### src/rtl/dac_pkg.sv
// Shared types and defaults for the DAC sample sequencer.
package dac_pkg;

  localparam int unsigned DacDataW = 16;

  typedef enum logic [1:0] {
    StIdle,
    StStart,
    StAck,
    StXfer
  } seq_state_e;

endpackage

### src/rtl/dac_sample_fifo.sv
// Synchronous FIFO with extra-bit wrap pointers and a registered read port.
module dac_sample_fifo
  import dac_pkg::*;
#(
  parameter int unsigned DATA_W = DacDataW,
  parameter int unsigned DEPTH  = 16
) (
  input  logic                      clk,
  input  logic                      rst,
  input  logic                      push,
  input  logic [DATA_W-1:0]         wdata,
  input  logic                      pop,
  output logic [DATA_W-1:0]         rdata,
  output logic                      full,
  output logic                      empty,
  output logic [$clog2(DEPTH):0]    level
);

  localparam int unsigned AW = $clog2(DEPTH);

  logic [DATA_W-1:0] mem [DEPTH];
  logic [AW:0]       wr_ptr_q;
  logic [AW:0]       rd_ptr_q;
  logic [DATA_W-1:0] rdata_q;
  logic              push_ok;
  logic              pop_ok;

  // Full refuses a push even when a pop lands in the same cycle.
  assign full    = (wr_ptr_q[AW] != rd_ptr_q[AW]) && (wr_ptr_q[AW-1:0] == rd_ptr_q[AW-1:0]);
  assign empty   = (wr_ptr_q == rd_ptr_q);
  assign level   = wr_ptr_q - rd_ptr_q;
  assign push_ok = push && !full;
  assign pop_ok  = pop && !empty;
  assign rdata   = rdata_q;

  always_ff @(posedge clk) begin
    if (push_ok) begin
      mem[wr_ptr_q[AW-1:0]] <= wdata;
    end
  end

  always_ff @(posedge clk) begin
    if (rst) begin
      wr_ptr_q <= '0;
      rd_ptr_q <= '0;
      rdata_q  <= '0;
    end else begin
      if (push_ok) begin
        wr_ptr_q <= wr_ptr_q + 1'b1;
      end
      if (pop_ok) begin
        rd_ptr_q <= rd_ptr_q + 1'b1;
        rdata_q  <= mem[rd_ptr_q[AW-1:0]];
      end
    end
  end

endmodule

### src/rtl/dac_sample_sequencer.sv
// Paces buffered DAC codes into the SPI master: one transfer per sample period,
// with sticky underrun/overrun reporting.
module dac_sample_sequencer
  import dac_pkg::*;
#(
  parameter int unsigned DATA_W = DacDataW,
  parameter int unsigned DEPTH  = 16,
  parameter int unsigned DIV_W  = 16
) (
  input  logic                   clk,
  input  logic                   rst,
  input  logic                   enable,
  input  logic [DIV_W-1:0]       rate_div,
  input  logic                   s_valid,
  input  logic [DATA_W-1:0]      s_data,
  output logic                   s_ready,
  input  logic                   spi_busy,
  output logic [DATA_W-1:0]      dac_code,
  output logic                   dac_start,
  output logic [$clog2(DEPTH):0] fifo_level,
  output logic                   underrun,
  output logic                   overrun,
  input  logic                   clr_flags
);

  logic [DIV_W-1:0] cnt_q;
  seq_state_e       state_q;
  logic             tick;
  logic             pop;
  logic             full;
  logic             empty;

  assign tick    = enable && (cnt_q == '0);
  assign pop     = tick && (state_q == StIdle) && !spi_busy;
  assign s_ready = !full;

  // The FIFO read register doubles as the dac_code output register.
  dac_sample_fifo #(
    .DATA_W (DATA_W),
    .DEPTH  (DEPTH)
  ) u_fifo (
    .clk   (clk),
    .rst   (rst),
    .push  (s_valid),
    .wdata (s_data),
    .pop   (pop),
    .rdata (dac_code),
    .full  (full),
    .empty (empty),
    .level (fifo_level)
  );

  always_ff @(posedge clk) begin
    if (rst || !enable || tick) begin
      cnt_q <= rate_div;
    end else begin
      cnt_q <= cnt_q - 1'b1;
    end
  end

  always_ff @(posedge clk) begin
    if (rst) begin
      state_q   <= StIdle;
      dac_start <= 1'b0;
      underrun  <= 1'b0;
      overrun   <= 1'b0;
    end else begin
      dac_start <= 1'b0;
      if (clr_flags) begin
        underrun <= 1'b0;
        overrun  <= 1'b0;
      end
      // Flag sets come after the clear so a same-cycle set wins.
      case (state_q)
        StIdle: begin
          if (tick) begin
            if (spi_busy) begin
              overrun <= 1'b1;
            end else begin
              if (empty) begin
                underrun <= 1'b1;
              end
              state_q   <= StStart;
              dac_start <= 1'b1;
            end
          end
        end
        StStart: state_q <= StAck;
        StAck: begin
          if (spi_busy) begin
            state_q <= StXfer;
          end
        end
        StXfer: begin
          if (!spi_busy) begin
            state_q <= StIdle;
          end
        end
        default: state_q <= StIdle;
      endcase
      if (tick && (state_q != StIdle)) begin
        overrun <= 1'b1;
      end
    end
  end

endmodule

### config.mk
export PLATFORM = sky130hd
export DESIGN_NAME = dac_sample_sequencer
export DESIGN_NICKNAME = d
export VERILOG_FILES = /design/src/rtl/dac_pkg.sv /design/src/rtl/dac_sample_fifo.sv /design/src/rtl/dac_sample_sequencer.sv
export SDC_FILE = /design/constraint.sdc
export NUM_CORES = 1
export LEC_CHECK = 0
export CORE_MARGIN = 2
export CORE_UTILIZATION = 56
export DETAILED_ROUTE_END_ITERATION = 12
export GPL_TIMING_DRIVEN = 1
export HOLD_SLACK_MARGIN = 0.12
export PLACE_DENSITY = 0.76
export SKIP_LAST_GASP = 1
export SLEW_MARGIN = 15
export SYNTH_ARGS = -nofsm -noshare
export SYNTH_HDL_FRONTEND = slang
export SYNTH_SLANG_ARGS = --single-unit
export TNS_END_PERCENT = 5
### constraint.sdc
create_clock -name clk -period 6.5 [get_ports clk]
set_input_delay 1.3 -clock clk [delete_from_list [all_inputs] [get_ports clk]]
set_output_delay 1.3 -clock clk [all_outputs]
set_load 0.05 [all_outputs]
==> flow_metrics.py <==
metrics = {
    "sta": {
        "rsz0062_at_grt": "no",
        "finalHoldViolations": 0,
        "slew_headroom_pct": 19.44,
        "fin_tns_setup_ns": 0,
        "post-route-period-util_pct": 64.98,
        "final.setup_skew_ns": 0.01462,
        "fin_crit_ns": 4.223,
        "fmax_mhz": 236.8,
        "drv_slew": 0,
        "setup_violations": 0,
        "worst_pin_slew_ns": 1.199,
    },
    "floorplan": {
        "start_util_pct": 56.84,
        "fp-row-count": 53,
        "die_h_um": 149.6,
        "die_w_um": 149.6,
        "fp.coreArea_mm2": 0.02089,
        "io_pins": 63,
        "dieArea_mm2": 0.02238,
    },
    "global_route": {
        "gr-usage-all-layers_pct": 22.42,
        "grt_pass1_vias": 6327,
        "grt_max_degree": 67,
        "overflow": 0,
        "antenna_found_initial": 0,
        "grt_pass1_wl_mm": 37.24,
    },
    "cts": {
        "cts_tree": "yes",
        "clock-sinks": 303,
        "root_buffer": "clkbuf_16",
        "cts.clk_slew.worst_paths_ns": 0.06,
        "postCtsSetupBuffers": 0,
        "htreeDepth": 1,
        "cts_buffer_depth": 3,
        "clk_latency_ns": 0.55,
        "cts_resized": 0,
        "cts_hold_buf": 0,
        "cts_buffers": 29,
    },
    "synth": {
        "yosysTopAreaCellShare_pct": 64.74,
        "synth-edff-count": 256,
        "ys_async_sr_fraction_pct": 0,
        "synthTopCellsByCount": "edfxtp_1, mux4_2, dfxtp_1, nor2_1, a22oi_1",
        "syn_area_per_cell_um2": 18.05,
        "synth.largest_area_cell": "edfxtp_1",
        "synth_ff_type": "edfxtp_1",
        "synth-seq-cells": 303,
        "netlist_area_mm2": 0.01187,
        "yosys_warnings": 0,
        "syn_nets": 711,
        "ys_seq_area_share_pct": 72.67,
        "post-synth-top-count-cell": "edfxtp_1",
        "yosys-top-cells-area": "edfxtp_1, mux4_2, dfxtp_1",
        "syn_inst": 658,
        "synth.distinct_cells": 44,
    },
    "critical_path": {
        "critPathMaxFanout": 8,
        "reg2regPathDepth": 6,
        "endpoint_kind": "primary output",
        "startpoint_type": "flop",
        "cp.arrival_ns": 2.92,
        "required_ns": 5.20,
        "crit_type": "flop to primary output",
    },
    "power_and_ir_drop": {
        "p_leak_nw": 4.422,
        "powerDensity_mw_per_mm2": 291.6,
        "power.total_mw": 4.022,
        "ir_worst_vdd_mv": 0.2265,
    },
    "routing": {
        "vias_per_cell": 6.083,
        "wirelength_mm": 24.66,
        "drcViolationCount": 0,
        "via_count": 6284,
        "dr.first_iter.drc_count": 623,
        "ant_nets": 0,
        "wl_per_cell_um": 23.88,
        "firstDrtPassIters": 6,
    },
    "layout": {
        "drive_above_1_share_pct": 17.28,
        "syn2layout_area_growth_pct": 16.16,
        "fin_area_mm2": 0.01379,
        "nets": 788,
        "antenna_cells": 0,
    },
    "flow_run": {
        "cap_violations": 0,
    },
    "worst_hold_path": {
        "whs_path_depth": 2,
        "min_path_type": "flop to flop",
    },
    "place": {
        "placed_area_mm2": 0.01282,
        "hpwl_mm": 14.87,
        "numPortBuffers": 62,
        "gp_congestion": 0.8458,
    },
    "outcome": {
        "status": "finished, final reports clean",
    },
}
cells in the final DEF, fill, tap and decap left out, types with 17 or more instances in the layout:
cell	Yosys	routed
a21oi_1	17	17
a22oi_1	33	33
clkbuf_16	0	29
clkdlybuf4s50_1	0	62
dfxtp_1	47	45
edfxtp_1	256	256
inv_1	20	20
mux4_2	64	64
nand2_1	26	26
nor2_1	47	44
cells by family after synthesis:
group	count (synthesis)	synth area share, %
flip-flops	303	72.67
AND/OR/NAND/NOR	122	5.100
AO/OA/AOI/OAI	80	4.816
multiplexers	67	12.40
buffers and inverters	49	1.749
XOR/XNOR	22	1.623
adder cells (fa/ha/maj)	15	1.644
per-layer routing:
layer  wire length (µm)  global-route usage (%)  vias to the layer above
met5                  0                       0                        -
li1                   -                       -                     2767
met2              11690                   34.45                      266
met4                309                   4.714                        0
met1              10850                   34.11                     3225
met3               1815                   4.299                       26
critical path, cell delays in order, from the launching register on:
cell and delay (ns):
dfxtp_1 0.53, ha_1 0.26, fa_1 0.22, inv_1 0.05, a21o_1 0.17, a21oi_1 0.17, xor2_1 0.17, clkdlybuf4s50_1 0.82
path summary, 6_finish.rpt:
kind | start | slack, ns | endpoint
hold / removal | cnt_q[7] | 0.49 | cnt_q[7]
hold reg to reg | cnt_q[7] | 0.49 | cnt_q[7]
setup / recovery | u_fifo.rd_ptr_q[0] | 2.28 | fifo_level[4]
setup reg to reg | u_fifo.rd_ptr_q[1] | 3.18 | u_fifo.mem[0][12]
sequential cells by signal, indices dropped and copies added, names as in the netlist:
register         count
u_fifo.mem         256
u_fifo.rdata        16
cnt_q               16
overrun              1
underrun             1
dac_start            1
u_fifo.wr_ptr_q      5
u_fifo.rd_ptr_q      5
state_q              2
power by group:
group	switching (mW)	internal (mW)
registers	0.0149	2.14
clock network	0.691	1.03
logic	0.0931	0.0593
stage by stage:
stage	util, %	instances	hold WS, ns	setup slack [ns]
after floorplan	-	658	0.4511	2.610
after global placement	61.32	979	0.4659	2.537
after detailed placement	61.35	979	0.4774	2.543
after CTS	66.02	1033	0.4906	2.287
after global routing	66.03	1033	0.5124	2.125
final	66.03	1033	0.4882	2.277
cell type report:
cell class,instances,area [µm²]
sequential,303,8633
tap,275,344.1
timing repair buffer,75,718.2
multi-input combinational,306,3048
inverter,20,75.07
fill,1373,7096
clock inverter,10,152.6
clock buffer,44,822.0
Note: power is estimated with default switching activity, not from simulation.
